===== src/rtl/sysid_guard.sv =====
// sysid_guard -- boot-time System ID checker.
//
// Acts as a single-outstanding Avalon-MM read master in front of the SysID
// slave: reads word 0 (ID) and word 1 (build timestamp), compares them with
// compile-time expected values, retries the full sequence on mismatch and
// gives up on a bus that stalls for WAIT_TIMEOUT consecutive cycles.
//
// Configuration macro: SYSID_GUARD_TS_CHECK_EN
//   defined   -> both words are fetched and checked.
//   undefined -> only the ID word is checked; the timestamp read states are
//                compiled out, ts_value stays 0 and EXPECTED_TS is ignored.

module sysid_guard #(
  parameter logic [31:0] EXPECTED_ID  = 32'h0000_0000,
  parameter logic [31:0] EXPECTED_TS  = 32'h6045_CFD0,
  parameter int unsigned MAX_RETRIES  = 3,
  parameter int unsigned WAIT_TIMEOUT = 255,
  parameter bit          AUTO_START   = 1'b1
) (
  input  logic        clock,
  input  logic        reset_n,
  input  logic        start,
  output logic        avm_address,
  output logic        avm_read,
  input  logic        avm_waitrequest,
  input  logic [31:0] avm_readdata,
  output logic        done,
  output logic        pass,
  output logic        fail,
  output logic [1:0]  err_code,
  output logic [31:0] id_value,
  output logic [31:0] ts_value,
  output logic [3:0]  retry_cnt
);

  typedef enum logic [2:0] {
    S_IDLE,
    S_RD_ID,
    S_CMP_ID,
    S_RD_TS,
    S_CMP_TS,
    S_PASS,
    S_FAIL
  } state_e;

  localparam logic [1:0]  ERR_NONE    = 2'b00;
  localparam logic [1:0]  ERR_ID      = 2'b01;
  localparam logic [1:0]  ERR_TS      = 2'b10;
  localparam logic [1:0]  ERR_BUS     = 2'b11;
  localparam logic [3:0]  RETRY_LIMIT = 4'(MAX_RETRIES);
  // Last stalled count before the read is abandoned.
  localparam logic [15:0] WAIT_LAST   = 16'(WAIT_TIMEOUT - 1);

  state_e      state_q, state_d;
  logic        auto_q;
  logic [15:0] wait_cnt_q, wait_cnt_d;
  logic        avm_read_q, avm_read_d;
  logic        avm_address_q, avm_address_d;
  logic        done_q, done_d;
  logic        pass_q, pass_d;
  logic        fail_q, fail_d;
  logic [1:0]  err_code_q, err_code_d;
  logic [31:0] id_value_q, id_value_d;
  logic [31:0] ts_value_q, ts_value_d;
  logic [3:0]  retry_cnt_q, retry_cnt_d;

  logic timeout;
  logic retry_ok;
  logic id_match;
  logic launch;

  // Only meaningful in a read state: the read has been stalled long enough.
  assign timeout  = avm_waitrequest && (wait_cnt_q == WAIT_LAST);
  assign retry_ok = retry_cnt_q < RETRY_LIMIT;
  assign id_match = id_value_q == EXPECTED_ID;
  // start is honoured only while no check is in flight.
  assign launch   = start && (state_q == S_IDLE || state_q == S_PASS || state_q == S_FAIL);

`ifdef SYSID_GUARD_TS_CHECK_EN
  logic ts_match;
  assign ts_match = ts_value_q == EXPECTED_TS;
`else
  logic unused_expected_ts;
  assign unused_expected_ts = ^EXPECTED_TS;
`endif

  // State register; auto_q requests one check on the first post-reset cycle.
  // NOTE: sequential state uses non-blocking (<=) so every flop samples the
  // pre-edge values; combinational blocks use blocking (=).
  always_ff @(posedge clock or negedge reset_n) begin
    if (!reset_n) begin
      state_q <= S_IDLE;
      auto_q  <= AUTO_START;
    end else begin
      state_q <= state_d;
      auto_q  <= 1'b0;
    end
  end

  // Next-state logic.
  // NOTE: state_d is defaulted before the case so no path leaves it unassigned
  // (which would infer a latch).
  always_comb begin
    state_d = state_q;
    case (state_q)
      S_IDLE: begin
        if (start || auto_q) state_d = S_RD_ID;
      end
      S_RD_ID: begin
        if (!avm_waitrequest) state_d = S_CMP_ID;
        else if (timeout)     state_d = S_FAIL;
      end
      S_CMP_ID: begin
        if (id_match) begin
`ifdef SYSID_GUARD_TS_CHECK_EN
          state_d = S_RD_TS;
`else
          state_d = S_PASS;
`endif
        end else begin
          state_d = retry_ok ? S_RD_ID : S_FAIL;
        end
      end
`ifdef SYSID_GUARD_TS_CHECK_EN
      S_RD_TS: begin
        if (!avm_waitrequest) state_d = S_CMP_TS;
        else if (timeout)     state_d = S_FAIL;
      end
      S_CMP_TS: begin
        if (ts_match) state_d = S_PASS;
        else          state_d = retry_ok ? S_RD_ID : S_FAIL;
      end
`endif
      S_PASS, S_FAIL: begin
        if (start) state_d = S_RD_ID;
      end
      default: state_d = S_IDLE;
    endcase
  end

  // Output / datapath next values; every output is registered from these.
  always_comb begin
    id_value_d  = id_value_q;
    ts_value_d  = ts_value_q;
    retry_cnt_d = retry_cnt_q;
    err_code_d  = err_code_q;
    wait_cnt_d  = '0;

    if (launch) begin
      retry_cnt_d = '0;
      err_code_d  = ERR_NONE;
    end

    case (state_q)
      S_RD_ID: begin
        if (!avm_waitrequest) id_value_d = avm_readdata;
        else if (timeout)     err_code_d = ERR_BUS;
        else                  wait_cnt_d = wait_cnt_q + 16'd1;
      end
      S_CMP_ID: begin
        if (!id_match) begin
          if (retry_ok) retry_cnt_d = retry_cnt_q + 4'd1;
          else          err_code_d  = ERR_ID;
        end
      end
`ifdef SYSID_GUARD_TS_CHECK_EN
      S_RD_TS: begin
        if (!avm_waitrequest) ts_value_d = avm_readdata;
        else if (timeout)     err_code_d = ERR_BUS;
        else                  wait_cnt_d = wait_cnt_q + 16'd1;
      end
      S_CMP_TS: begin
        if (!ts_match) begin
          if (retry_ok) retry_cnt_d = retry_cnt_q + 4'd1;
          else          err_code_d  = ERR_TS;
        end
      end
`endif
      default: ;
    endcase

    // Bus strobes and flags follow the state being entered so they line up
    // with that state's cycle despite being registered.
    avm_read_d = (state_d == S_RD_ID) || (state_d == S_RD_TS);
`ifdef SYSID_GUARD_TS_CHECK_EN
    // Address moves to word 1 once word 0 is captured, while read is low.
    avm_address_d = (state_d == S_CMP_ID) || (state_d == S_RD_TS);
`else
    avm_address_d = 1'b0;
`endif
    done_d = (state_d == S_PASS) || (state_d == S_FAIL);
    pass_d = state_d == S_PASS;
    fail_d = state_d == S_FAIL;
  end

  // Output and datapath registers.
  // NOTE: the captured data words are reset along with everything else, so a
  // reset during a read drops avm_read at once and leaves no partial capture.
  always_ff @(posedge clock or negedge reset_n) begin
    if (!reset_n) begin
      wait_cnt_q    <= '0;
      avm_read_q    <= 1'b0;
      avm_address_q <= 1'b0;
      done_q        <= 1'b0;
      pass_q        <= 1'b0;
      fail_q        <= 1'b0;
      err_code_q    <= ERR_NONE;
      id_value_q    <= '0;
      ts_value_q    <= '0;
      retry_cnt_q   <= '0;
    end else begin
      wait_cnt_q    <= wait_cnt_d;
      avm_read_q    <= avm_read_d;
      avm_address_q <= avm_address_d;
      done_q        <= done_d;
      pass_q        <= pass_d;
      fail_q        <= fail_d;
      err_code_q    <= err_code_d;
      id_value_q    <= id_value_d;
      ts_value_q    <= ts_value_d;
      retry_cnt_q   <= retry_cnt_d;
    end
  end

  assign avm_read    = avm_read_q;
  assign avm_address = avm_address_q;
  assign done        = done_q;
  assign pass        = pass_q;
  assign fail        = fail_q;
  assign err_code    = err_code_q;
  assign id_value    = id_value_q;
  assign ts_value    = ts_value_q;
  assign retry_cnt   = retry_cnt_q;

endmodule


===== config.mk =====
export PLATFORM = sky130hd
export DESIGN_NAME = sysid_guard
export DESIGN_NICKNAME = d
export VERILOG_FILES = /design/src/rtl/sysid_guard.sv
export SDC_FILE = /design/constraint.sdc
export NUM_CORES = 1
export LEC_CHECK = 0
export ABC_AREA = 1
export CORE_UTILIZATION = 24
export DETAILED_ROUTE_END_ITERATION = 12
export PLACE_DENSITY_LB_ADDON = 0.1
export SLEW_MARGIN = 10
export SYNTH_ARGS = -nofsm -noshare
export SYNTH_HDL_FRONTEND = slang
export SYNTH_SLANG_ARGS = --single-unit

===== constraint.sdc =====
create_clock -name clock -period 2.89 [get_ports clock]
set_input_delay 0.289 -clock clock [delete_from_list [all_inputs] [get_ports clock]]
set_output_delay 0.289 -clock clock [all_outputs]
set_load 0.02 [all_outputs]

==> results.rst <==
.. list-table::
   :header-rows: 1

   * - Metric
     - Value
   * - Vias
     - 2260
   * - Violations in the final reports
     - negative hold slack
   * - Flip-flop and latch count after synthesis
     - 62
   * - CP endpoint kind
     - flip-flop
   * - Floorplan die area
     - 13710 um2
   * - Area growth from synthesis to layout
     - 35.06%
   * - Max_cap viols
     - 0
   * - Worst min path class
     - input pin to asynchronous set/reset pin
   * - Clock root cell
     - clkbuf_16
   * - Largest vdd supply drop
     - 0.3503 mV
   * - Fin. max-slew vios
     - 0
   * - Post-CTS setup-driven buffer insertion count
     - 0
   * - TritonCTS clock tree
     - done
   * - Biggest area contributors in the synthesized netlist
     - dfrtp_1, mux2_4, buf_4
   * - Worst setup skew after layout
     - 0.004165 ns
   * - Fin cells
     - 577
   * - Post-synthesis average cell area
     - 10.09 um2
   * - Maximum number of pins on one net before global-route repair
     - 37
   * - Warning count from the yosys run
     - 0
   * - Worst slew pin tran
     - 0.6570 ns
   * - Number of violations reported at the end of detailed-routing iteration 0
     - 81
   * - Final hold violation count
     - 5
   * - Remaining number of nets flagged by the antenna check after routing
     - 0
   * - Commonest cells post-synth
     - dfrtp_1, nor2_1, nand2_1
   * - PostCTS Resize Cnt
     - 0
   * - Startpoint kind of the worst setup timing path
     - flip-flop
   * - Instance count after placement with tap cells included
     - 561
   * - CTS buffer count
     - 9
   * - Hold buffer count at CTS
     - 0
   * - Vias in the first global route
     - 2159
   * - Startpoint-to-endpoint class of the critical path
     - flip-flop to flip-flop
   * - Wire length of the first global-routing pass
     - 11.04 mm
   * - Setup slack of the critical path after layout
     - 1.162 ns
   * - Top FF cell, synth
     - dfrtp_1
   * - Result of the run
     - complete, but fails checks
   * - Max Clk Rate
     - 578.7 MHz
   * - Sink Count
     - 62
   * - Starting utilization of the core area
     - 24.89%
   * - Congestion Overflow GR
     - 0
   * - Data arrival at the endpoint of the critical path
     - 1.93 ns
   * - Number of antenna repair diodes
     - 0
   * - Most common cell in the netlist
     - dfrtp_1
   * - # DRC
     - 0
   * - Worst-case clock buffer depth
     - 2
   * - Worst reg2reg path startpoint
     - state_q[1]
   * - Number of search-and-repair iterations in the first detailed-routing pass
     - 4
   * - X dimension of the die
     - 117.1 um
   * - Critical path fanouts, max
     - 33
   * - Height of the die
     - 117.1 um
   * - Overall routed net length
     - 6.845 mm
   * - Largest area contributor in the netlist
     - dfrtp_1
   * - Setup crit start
     - state_q[1]
   * - Mapped Area
     - 3179 um2
   * - Gpl congestion
     - 0.7126
   * - Placement Setup Slack
     - 0.9347 ns
   * - Share of Yosys cell area claimed by the top area cell type
     - 48.01%
   * - Remaining max-slew budget at the tightest pin
     - 56.20%
   * - Clock input transition at the sequential cells of the worst setup and hold paths
     - 0.05 ns
   * - Nets
     - 439
   * - Number of enable flip-flop cells after synthesis
     - 0
   * - H-Tree Depth
     - 3
   * - Fraction of registers with async set or reset after synthesis
     - 100.0%
   * - Core Rows
     - 41
   * - I/O pin count
     - 111
   * - Antenna violations before repair
     - 0
   * - Overall fraction of global-route tracks in use
     - 10.90%
   * - Instance count of the mapped netlist
     - 315
   * - Proportion of layout cells with a drive suffix above 1
     - 17.04%
   * - Number of setup violations in the final report
     - 0
   * - Core area
     - 12770 um2
   * - Accumulated negative setup slack
     - 0 ns
   * - Netlist cell types
     - 30
   * - Estimated wirelength of the detail-placed design
     - 5.047 mm
   * - Total power per unit cell area
     - 960.2 nW/um2
   * - Crit share post-route
     - 59.79%
   * - Register area share after synthesis
     - 48.84%
   * - Setup repair after global routing missed its margin
     - no
   * - Average wire length per cell after detail routing
     - 11.86 um
   * - Worst EP required
     - 3.09 ns
   * - Count of buffers from port buffering
     - 77
   * - Via density per instance
     - 3.917
   * - Leak pwr
     - 2.034 nW
   * - Worst hold margin
     - -0.002666 ns
   * - Clk Latency, worst-skew pair
     - 0.32 ns
   * - Minimum period implied by the final worst setup slack
     - 1.728 ns
state kept, by name (all words and copies together) (netlist names):
register and flops:
wait_cnt_q 16, err_code 2, id_value 32, avm_read 1, pass 1, retry_cnt 4
state_q 3, fail 1, auto_q 1, done 1
layer usage:
layer | up-vias | wire, um | GRT usage (%)
met2 | 86 | 2940 | 15.82
met1 | 1057 | 3229 | 14.04
met5 | - | 0 | 0
met3 | 8 | 590 | 4.892
met4 | 0 | 85 | 4.557
li1 | 1109 | - | -
worst max-delay path, stage by stage (launching register included):
cell and delay [ns]:
dfrtp_1 0.41, nor2_1 0.16, nand2_1 0.14, inv_2 0.11, nand2_4 0.35, mux2_4 0.43
cell usage in the layout, fill, tap and decap left out, types with 2 or more instances in the layout:
cell type / Yosys / layout
clkdlybuf4s50_1: 0 / 76
dfrtp_1: 61 / 61
nor2_1: 51 / 51
nand2_1: 44 / 44
conb_1: 1 / 34
mux2_4: 29 / 29
inv_1: 22 / 22
nand3_1: 12 / 12
a21oi_1: 9 / 9
clkbuf_16: 0 / 9
o21ai_0: 6 / 6
nand2_2: 5 / 5
inv_2: 5 / 5
nor3_1: 5 / 5
clkinv_2: 0 / 4
nand4_1: 3 / 3
nor2_2: 3 / 3
mux2_2: 3 / 3
ha_1: 3 / 3
nor2_4: 2 / 2
nand3_2: 2 / 2
nand2_4: 2 / 2
xnor2_1: 2 / 2
clkbuf_1: 0 / 2
worst paths after layout:
kind / endpoint / depth (start not counted) / slack, ns
setup / recovery: id_value[10] / 5 / 1.16
hold / removal: id_value[6] / 1 / -0.003
setup reg to reg: id_value[10] / 5 / 1.16
hold reg to reg: wait_cnt_q[0] / 1 / 0.50
max in group asynchronous: id_value[18] / 2 / 2.26
min in group clock: wait_cnt_q[0] / 1 / 0.50
stage by stage:
stage / instance area, um2 / utilization [%] / power [W]
finish: 4294 / 33.62 / 0.004123
global route: 4294 / 33.62 / 0.004392
CTS: 4294 / 33.62 / 0.004202
detailed placement: 4011 / 31.40 / 0.003127
global placement: 4011 / 31.40 / 0.003122
floorplan: 3303 / - / 0.002445
cells by family (layout without fill, tap and decap cells):
| group | after synthesis | count (layout) | synth area share [%] |
|---|---|---|---|
| adder cells (fa/ha/maj) | 3 | 3 | 1.181 |
| flip-flops | 62 | 62 | 48.84 |
| other | 1 | 34 | 0.1180 |
| AO/OA/AOI/OAI | 19 | 19 | 3.345 |
| buffers and inverters | 65 | 122 | 12.51 |
| XOR/XNOR | 2 | 2 | 0.5511 |
| multiplexers | 32 | 32 | 14.76 |
| AND/OR/NAND/NOR | 131 | 131 | 18.69 |
where the power goes:
part | switching (W) | leakage (nW) | internal (W)
Sequential | 0.000226 | 0.785 | 0.00114
Combinational | 0.000806 | 1.11 | 0.000911
Clock | 0.000374 | 0.143 | 0.000661
final cells by class:
| type | instances | area (um2) |
|---|---|---|
| repair buffers | 78 | 785.8 |
| clock buffers | 11 | 232.7 |
| clock inverters | 5 | 50.05 |
| well taps | 172 | 215.2 |
| multi-input cells | 221 | 1353 |
| inverters | 28 | 105.1 |
| fillers | 1345 | 8479 |
| flip-flops and latches | 62 | 1553 |
Power figures use the tool's default switching activity.
